### config.mk
export PLATFORM = sky130hd
export DESIGN_NAME = dense_row_sched
export DESIGN_NICKNAME = d
export VERILOG_FILES = /design/src/rtl/dense_row_sched_pkg.sv /design/src/rtl/dense_row_sched_buf.sv /design/src/rtl/dense_row_sched.sv
export SDC_FILE = /design/constraint.sdc
export NUM_CORES = 1
export LEC_CHECK = 0
export BUFFER_PORTS_ARGS = -buffer_cell sky130_fd_sc_hd__buf_4
export CAP_MARGIN = 20
export CORE_ASPECT_RATIO = 0.7
export CORE_MARGIN = 2
export CORE_UTILIZATION = 45
export DETAILED_ROUTE_END_ITERATION = 8
export HOLD_SLACK_MARGIN = 0.06
export PLACE_DENSITY = 0.77
export SYNTH_ARGS = -nofsm -noshare
export SYNTH_HDL_FRONTEND = slang
export SYNTH_SLANG_ARGS = --single-unit
### constraint.sdc
create_clock -name clk -period 1.9 [get_ports clk]
set_input_delay 0.285 -clock clk [delete_from_list [all_inputs] [get_ports clk]]
set_output_delay 0.285 -clock clk [all_outputs]
set_load 0.02 [all_outputs]
### src/rtl/dense_row_sched_pkg.sv
// Shared definitions for the dense-layer row scheduler: FSM encoding and a
// width helper used for counter and index sizing.
package dense_row_sched_pkg;

  typedef enum logic [1:0] {
    ST_IDLE  = 2'd0,
    ST_ISSUE = 2'd1,
    ST_RUN   = 2'd2,
    ST_DRAIN = 2'd3
  } state_t;

  // Bits needed to hold values 0..value-1; never returns less than 1.
  function automatic int clog2(input int value);
    int r;
    r = 0;
    for (int i = 0; i < 31; i++) begin
      if ((1 << i) < value) r = i + 1;
    end
    if (r < 1) r = 1;
    return r;
  endfunction

endpackage

### src/rtl/dense_row_sched_buf.sv
// Single-entry row buffer with valid/ready upstream handshake; the scheduler
// drains it with take and can stall new rows with block.
module dense_row_buf #(
  parameter int ROW_W = 8
) (
  input  logic             clk,
  input  logic             rstn,
  input  logic             s_valid,
  input  logic [ROW_W-1:0] s_data,
  input  logic             block,
  input  logic             take,
  output logic             s_ready,
  output logic             full,
  output logic [ROW_W-1:0] data,
  output logic             full_next,
  output logic [ROW_W-1:0] data_next
);

  logic             full_reg;
  logic [ROW_W-1:0] data_reg;
  logic             alive_reg;
  logic             load;

  // alive_reg keeps s_ready low while reset is held and for no longer
  assign s_ready   = alive_reg & ~full_reg & ~block;
  assign load      = s_valid & s_ready;
  assign full      = full_reg;
  assign data      = data_reg;
  assign full_next = full_reg | load;
  assign data_next = load ? s_data : data_reg;

  always_ff @(posedge clk) begin
    if (!rstn) begin
      full_reg  <= 1'b0;
      data_reg  <= '0;
      alive_reg <= 1'b0;
    end else begin
      alive_reg <= 1'b1;
      if (take) full_reg <= 1'b0;
      if (load) begin
        full_reg <= 1'b1;
        data_reg <= s_data;
      end
    end
  end

endmodule

### src/rtl/dense_row_sched.sv
// Row scheduler for a dense-layer datapath: issues buffered rows one per
// datapath run, then drains B neuron results per frame of H rows.
module dense_row_sched
  import dense_row_sched_pkg::*;
#(
  parameter int H          = 3,
  parameter int W          = 3,
  parameter int D          = 12,
  parameter int B          = 64,
  parameter int DATA_WIDTH = 8,
  parameter int RUN_CYCLES = 2*B+2
) (
  input  logic                      clk,
  input  logic                      rstn,
  input  logic                      s_valid,
  input  logic [W*D*DATA_WIDTH-1:0] s_data,
  output logic                      s_ready,
  output logic                      dp_valid_i,
  output logic [W*D*DATA_WIDTH-1:0] dp_data_i,
  input  logic                      dp_valid_o,
  input  logic [DATA_WIDTH-1:0]     dp_data_o,
  output logic                      m_valid,
  output logic [DATA_WIDTH-1:0]     m_data,
  output logic [clog2(B)-1:0]       m_idx,
  output logic                      m_last,
  output logic                      busy,
  output logic                      frame_done,
  output logic                      err
);

  localparam int ROW_W  = W*D*DATA_WIDTH;
  localparam int IDX_W  = clog2(B);
  localparam int FCNT_W = clog2(B+1);
  localparam int ROWC_W = clog2(H);
  localparam int RUN_W  = clog2(RUN_CYCLES+1);

  state_t              state_reg;
  logic [ROWC_W-1:0]   row_cnt_reg;
  logic [RUN_W-1:0]    run_cnt_reg;
  logic [IDX_W-1:0]    out_cnt_reg;
  logic [FCNT_W-1:0]   frame_out_cnt_reg;
  logic                dp_valid_i_reg;
  logic [ROW_W-1:0]    dp_data_i_reg;
  logic                m_valid_reg;
  logic [DATA_WIDTH-1:0] m_data_reg;
  logic [IDX_W-1:0]    m_idx_reg;
  logic                m_last_reg;
  logic                frame_done_reg;
  logic                err_reg;

  logic                buf_full;
  logic                buf_full_next;
  logic [ROW_W-1:0]    buf_data;
  logic [ROW_W-1:0]    buf_data_next;
  logic                in_window;
  logic                strobe_ok;

  dense_row_buf #(
    .ROW_W (ROW_W)
  ) u_buf (
    .clk       (clk),
    .rstn      (rstn),
    .s_valid   (s_valid),
    .s_data    (s_data),
    .block     (state_reg == ST_DRAIN),
    .take      (state_reg == ST_ISSUE),
    .s_ready   (s_ready),
    .full      (buf_full),
    .data      (buf_data),
    .full_next (buf_full_next),
    .data_next (buf_data_next)
  );

  // Results are only legal while the final row of a frame is computing or draining
  assign in_window = ((state_reg == ST_RUN) && (row_cnt_reg == ROWC_W'(H-1)))
                   || (state_reg == ST_DRAIN);
  assign strobe_ok = in_window && (frame_out_cnt_reg != FCNT_W'(B));

  assign dp_valid_i = dp_valid_i_reg;
  assign dp_data_i  = dp_data_i_reg;
  assign m_valid    = m_valid_reg;
  assign m_data     = m_data_reg;
  assign m_idx      = m_idx_reg;
  assign m_last     = m_last_reg;
  assign frame_done = frame_done_reg;
  assign err        = err_reg;
  assign busy       = !((state_reg == ST_IDLE) && !buf_full && (row_cnt_reg == '0));

  always_ff @(posedge clk) begin
    if (!rstn) begin
      state_reg         <= ST_IDLE;
      row_cnt_reg       <= '0;
      run_cnt_reg       <= '0;
      out_cnt_reg       <= '0;
      frame_out_cnt_reg <= '0;
      dp_valid_i_reg    <= 1'b0;
      dp_data_i_reg     <= '0;
      m_valid_reg       <= 1'b0;
      m_data_reg        <= '0;
      m_idx_reg         <= '0;
      m_last_reg        <= 1'b0;
      frame_done_reg    <= 1'b0;
      err_reg           <= 1'b0;
    end else begin
      dp_valid_i_reg <= 1'b0;
      frame_done_reg <= 1'b0;
      m_valid_reg    <= dp_valid_o;
      m_last_reg     <= dp_valid_o && (out_cnt_reg == IDX_W'(B-1));
      if (dp_valid_o) begin
        m_data_reg  <= dp_data_o;
        m_idx_reg   <= out_cnt_reg;
        out_cnt_reg <= (out_cnt_reg == IDX_W'(B-1)) ? '0 : out_cnt_reg + 1'b1;
        if (strobe_ok) frame_out_cnt_reg <= frame_out_cnt_reg + 1'b1;
        else           err_reg <= 1'b1;
      end

      case (state_reg)
        ST_IDLE: begin
          if (buf_full) begin
            state_reg      <= ST_ISSUE;
            dp_valid_i_reg <= 1'b1;
            dp_data_i_reg  <= buf_data;
          end
        end
        ST_ISSUE: begin
          run_cnt_reg <= RUN_W'(RUN_CYCLES-1);
          state_reg   <= ST_RUN;
        end
        ST_RUN: begin
          // ISSUE is the first busy cycle, so the run ends as the count hits 0
          run_cnt_reg <= run_cnt_reg - 1'b1;
          if (run_cnt_reg == RUN_W'(1)) begin
            if (row_cnt_reg == ROWC_W'(H-1)) begin
              state_reg <= ST_DRAIN;
            end else begin
              row_cnt_reg <= row_cnt_reg + 1'b1;
              if (buf_full_next) begin
                state_reg      <= ST_ISSUE;
                dp_valid_i_reg <= 1'b1;
                dp_data_i_reg  <= buf_data_next;
              end else begin
                state_reg <= ST_IDLE;
              end
            end
          end
        end
        ST_DRAIN: begin
          if (frame_out_cnt_reg == FCNT_W'(B)) begin
            frame_done_reg    <= 1'b1;
            row_cnt_reg       <= '0;
            frame_out_cnt_reg <= '0;
            state_reg         <= ST_IDLE;
          end
        end
        default: state_reg <= ST_IDLE;
      endcase
    end
  end

endmodule

==> results of run 1 <==
==> what timing repair did <==
action                                  4_1_cts  5_1_grt
setup buffers                                49        5
gates resized for setup                     265      169
endpoints found under the hold margin       303        0
endpoints found under the setup margin      298      330
pin swaps                                    44       41
cloned                                       54        9
hold buffers                                298        0
==> worst max-delay path: stages (launching register included) <==
cell and delay (ns):
dfxtp_2 0.36, buf_6 0.11, inv_4 0.04, buf_6 0.11, ha_4 0.18, buf_6 0.13, buf_12 0.14, buf_16 0.15
bufbuf_16 0.30, a21boi_1 0.65, o221ai_2 0.41, a21oi_1 0.24
==> cells by family (layout without fill, tap and decap cells) <==
group,Yosys count,count (layout)
AOI/OAI and AO/OA,1473,1473
and+or+nand+nor,947,947
DFF,622,622
buffers and inverters,467,1394
muxes,15,15
xor gates and xnor gates,14,14
adders and majority gates,13,13
other,0,6
==> routing by layer <==
layer  wire length (um)  vias to the layer above  track usage (%)
met1              48600                    16200             45.4
li1                   -                    14900                -
met4               7610                        8             17.0
met2              57500                     2688             54.1
met3              15800                      683             8.73
met5                 46                        -                0
==> final cells by class <==
cell class,instances,area share (%)
Antenna cell,6,0.0334
Clock buffer,90,3.93
Clock inverter,16,0.275
Inverter,12,0.161
Multi-Input combinational cell,2462,35.7
Sequential cell,622,27.7
Tap cell,880,2.45
Timing Repair Buffer,1276,29.7
==> power by group through the flow <==
stage	sequential, mW	combinational (mW)	clock [mW]
2_1_floorplan	15.4	7.67	0
5_1_grt	14.8	23.4	12.6
4_1_cts	14.7	20.9	12.0
6_report	14.8	22.8	12.0
3_5_place_dp	14.9	15.4	0
3_3_place_gp	14.9	15.3	0
==> Yosys cell counts, types with 2 or more instances <==
master | instances | area share (%)
buf_2 | 106 | 1.8
and2_1 | 4 | 0.085
o21ai_0 | 6 | 0.10
mux2i_1 | 15 | 0.51
buf_1 | 16 | 0.21
xnor2_1 | 5 | 0.15
a21boi_0 | 288 | 7.4
nand2_1 | 592 | 7.6
a21oi_1 | 585 | 10
xor2_1 | 9 | 0.27
nand2b_1 | 3 | 0.064
nor4_1 | 3 | 0.064
and3_1 | 289 | 6.2
nor2_1 | 35 | 0.45
ha_1 | 13 | 0.56
o2111ai_1 | 2 | 0.060
buf_4 | 29 | 0.74
dfxtp_1 | 622 | 43
clkbuf_1 | 301 | 3.9
nand4_1 | 5 | 0.11
inv_1 | 11 | 0.14
buf_6 | 3 | 0.12
or3_1 | 3 | 0.064
o31ai_1 | 292 | 7.5
o221ai_1 | 288 | 8.6
==> metrics by stage <==
step,TNS [ns],setup WS [ns]
CTS,-42.20,-0.216
detailed placement,-35.26,-0.210
global placement,-23.41,-0.156
floorplan,-1.12,-0.0563
finish,-58.60,-1.03
global route,-79.03,-0.979
==> final timing paths <==
check                  startpoint               to  slack (ns)  cells past startpoint
setup / recovery     state_reg[0]    dp_data_i[46]       -1.03                     11
hold / removal            s_valid       u_buf.full        0.19                      4
setup reg to reg     state_reg[0]    dp_data_i[46]       -1.03                     11
hold reg to reg   u_buf.data[254]  u_buf.data[254]        0.45                      2
==> flow_summary.yaml, run 1 <==
drt:
  antenna_left: 0
  dr.pass1.iters: 7
  viasPerCell: 6.43
  drc: 0
  routed_wl_mm: 130
  drtIter0Drc: 4916
  dr_total_vias: 34500
  post_drt_wl_per_cell_um: 24.1
power_and_ir_drop:
  power_density_mw_per_mm2: 1100
  power.total_mw: 49.6
  netSwitchingPower_mw: 19.3
  power.internal_mw: 30.3
  p_seq_share_pct: 29.8
  switching_share_pct: 38.9
  p_comb_share_pct: 46.0
  leakagePower_nw: 18.0
  max-vdd-ir-drop_uv: 947
  clock_power_share_pct: 24.3
yosys:
  synth-adder-area-share_pct: 0.556
  synth-xor-area-share_pct: 0.419
  syn_nets: 3864
  synth_simple_gate_area_share_pct: 15.0
  synth_ff_type: "dfxtp_1"
  ys_types: 51
  async_reset_ff_share_pct: 0
  ys_seq_elements: 622
  yosys_warnings: 0
  synth_compound_area_share_pct: 34.0
  avgSynthCellArea_um2: 8.24
  synth_top_family_by_area: "compound AO/OA/AOI/OAI gates"
  synthMuxAreaShare_pct: 0.513
  syn_inst: 3551
  syn_area_mm2: 0.0293
  synth_edf_count: 0
  seq_area_frac_synth_pct: 42.5
grt:
  grt_pass1_vias: 32400
  grt.total_usage_pct: 34.9
  grt_overflow: 0
  grt_first_pass_wirelength_mm: 187
  antenna_found_initial: 8
  grt_max_degree: 96
floorplanning:
  num_rows: 78
  die-area_mm2: 0.0671
  start_util_pct: 45.3
  fp.dieH_um: 217
  die_x_um: 309
  io_pins: 609
  core_mm2: 0.0646
job:
  maxCapViolCount: 0
finish:
  final_core_util_pct: 69.6
  nNetsFinal: 4747
  fin_cells: 5364
  drive_above_1_share_pct: 28.3
  fin_area_mm2: 0.0450
  syn_to_final_growth_pct: 53.7
  n_fill_cell: 4318
  multiInputGateArea_mm2: 0.0161
  layout_commonest_cell: "buf_4"
  seq_area_mm2: 0.0125
  mostFrequentLayoutCells: "buf_4 (752), dfxtp_1 (620), nand2_1 (589)"
cts:
  cts_tree: "built"
  cts-root-buf: "clkbuf_16"
  clock_path_buffers: 3
  clk_latency_ns: 0.64
  cts_buffers: 60
  cts.sinks: 622
  path_clk_slew_ns: 0.07
  cts_max_level: 2
sta:
  skew_ns: 0.0156
  whs_ns: 0.187
  finalCritPeriodShare_pct: 154
  slew_headroom_pct: 33.2
  slew_viol_final: 0
  rsz0062_at_grt: "yes"
  period_needed_ns: 2.93
  fin_ws_ns: -1.03
  hold_violations: 0
  setup_violations: 304
  worstMarginPinSlew_ns: 1.00
  fmaxAchievable_mhz: 342
worst_setup_path:
  worstSetupEndpointType: "flop"
  crit_required_ns: 2.46
  path_max_fanout: 15
  startpoint_type: "flop"
  crit_type: "flop to flop"
  cp.arrival_ns: 3.49
placed_design:
  placed_area_mm2: 0.0361
  place_hpwl_mm: 67.6
  portBuffers: 608
  dp.cells: 4847
  gp_congestion: 0.852
run_status:
  status: "finished with violations"
  failed_checks: "negative setup slack"
worst_hold_path:
  hp-class: "input pin to flop"
No activity file was read; power rests on OpenSTA's default activity.
==> inputs of run 2 (changes only) <==
--- a/config.mk
+++ b/config.mk
@@ -13,6 +13,7 @@
 export DETAILED_ROUTE_END_ITERATION = 8
 export HOLD_SLACK_MARGIN = 0.06
 export PLACE_DENSITY = 0.77
+export SETUP_SLACK_MARGIN = 0.4
 export SYNTH_ARGS = -nofsm -noshare
 export SYNTH_HDL_FRONTEND = slang
 export SYNTH_SLANG_ARGS = --single-unit
==> flow_summary.yaml, run 2 (synthesis results as in run 1) <==
run_status:
  status: "finished with violations"
  failed_checks: "negative setup slack"
cts:
  clock_path_buffers: 3
  cts-root-buf: "clkbuf_16"
  clk_latency_ns: 0.62
  path_clk_slew_ns: 0.07
  cts.sinks: 622
  cts_tree: "built"
  cts_max_level: 2
  cts_buffers: 58
floorplanning:
  io_pins: 609
  start_util_pct: 45.3
  fp.dieH_um: 217
  core_mm2: 0.0646
  die-area_mm2: 0.0671
  num_rows: 78
  die_x_um: 309
placed_design:
  portBuffers: 608
  dp_slack_ns: -0.138
  placed_area_mm2: 0.0362
  gp_congestion: 0.859
  place_hpwl_mm: 66.6
finish:
  drive_above_1_share_pct: 29.1
  seq_area_mm2: 0.0125
  nNetsFinal: 4758
  fin_area_mm2: 0.0445
  layout_commonest_cell: "buf_4"
  syn_to_final_growth_pct: 52.0
  multiInputGateArea_mm2: 0.0161
  mostFrequentLayoutCells: "buf_4 (799), dfxtp_1 (620), nand2_1 (588)"
  n_fill_cell: 4426
worst_setup_path:
  startpoint_type: "flop"
  crit_required_ns: 2.43
  path_max_fanout: 7
  crit_type: "flop to flop"
  cp.arrival_ns: 2.79
  worstSetupEndpointType: "flop"
sta:
  rsz0062_at_grt: "yes"
  finalCritPeriodShare_pct: 119
  skew_ns: 0.0299
  worstMarginPinSlew_ns: 0.458
  setup_violations: 420
  period_needed_ns: 2.25
  whs_ns: 0.230
  slew_headroom_pct: 69.4
  hold_violations: 0
  fmaxAchievable_mhz: 444
  slew_viol_final: 0
  fin_ws_ns: -0.354
power_and_ir_drop:
  leakagePower_nw: 17.9
  power_density_mw_per_mm2: 1030
  max-vdd-ir-drop_uv: 937
  power.total_mw: 45.7
worst_hold_path:
  hp-class: "input pin to flop"
drt:
  post_drt_wl_per_cell_um: 22.4
  drtIter0Drc: 4379
  routed_wl_mm: 121
  dr.pass1.iters: 6
  viasPerCell: 6.31
  dr_total_vias: 34000
  antenna_left: 0
  drc: 0
grt:
  antenna_found_initial: 7
  grt_max_degree: 82
  grt_overflow: 0
  grt.total_usage_pct: 32.5
  grt_first_pass_wirelength_mm: 178
  grt_pass1_vias: 31400
job:
  maxCapViolCount: 0
[run 2: cell types whose count changed in the layout (fill, tap and decap cells not counted), sizes merged, moves of 3 or more]
cell / delta
bufbuf: -8
diode: +4
bufinv: +3
buf: +13
clkbuf: +3
clkinv: +3
[run 2: critical path: stages, from the launching register on]
cell and delay, ns:
dfxtp_4 0.37, ha_4 0.17, nor4bb_4 0.31, buf_4 0.18, buf_12 0.14, buf_12 0.16
buf_12 0.15, buf_16 0.12, and3_4 0.18, o221ai_2 0.12, a21oi_2 0.24
[run 2: worst paths after layout]
check | start | to | slack [ns] | cells after the start
setup / recovery | state_reg[0] | dp_data_i[120] | -0.35 | 10
hold / removal | s_valid | u_buf.full | 0.23 | 3
setup reg to reg | state_reg[0] | dp_data_i[120] | -0.35 | 10
hold reg to reg | u_buf.data[9] | u_buf.data[9] | 0.45 | 2
[run 2: area by class of cell]
| class | count | share of cell area (%) |
|---|---|---|
| well taps | 880 | 2.47 |
| clock buffers | 87 | 3.92 |
| clock inverters | 23 | 0.503 |
| multi-input cells | 2463 | 36.1 |
| inverters | 12 | 0.146 |
| flip-flops and latches | 622 | 28.0 |
| diodes | 10 | 0.0562 |
| repair buffers | 1288 | 28.8 |
[run 2: report_power, final]
part | internal, mW | switching, mW | total (mW)
Clock | 6.89 | 5.45 | 12.3
Combinational | 7.34 | 11.3 | 18.6
Sequential | 14.1 | 0.710 | 14.8
[run 2: metal layers]
layer	share of wire (%)	routed length (um)	GRT usage (%)	up-vias
li1	-	-	-	14900
met1	39	46600	42.5	16100
met2	45	54800	51.2	2371
met3	10	12200	6.73	612
met4	6.0	7230	15.5	4
met5	0.019	23	0	-
[run 2: repair_timing]
action / CTS / global route
gates cloned: 26 / 16
buffers inserted: 48 / 30
pin swaps: 159 / 183
resized for setup: 183 / 222
setup endpoints to repair: 604 / 611
hold endpoints to repair: 303 / 0
hold buffers: 298 / 0
[run 2: metrics by stage]
stage,std cells,util (%),setup TNS [ns]
after floorplan,3551,-,0
final,5385,68.9,-57.10
after global placement,4847,56.0,-3.94
after detailed placement,4847,56.0,-14.82
after global routing,5380,68.9,-96.49
after CTS,5329,66.5,-28.78
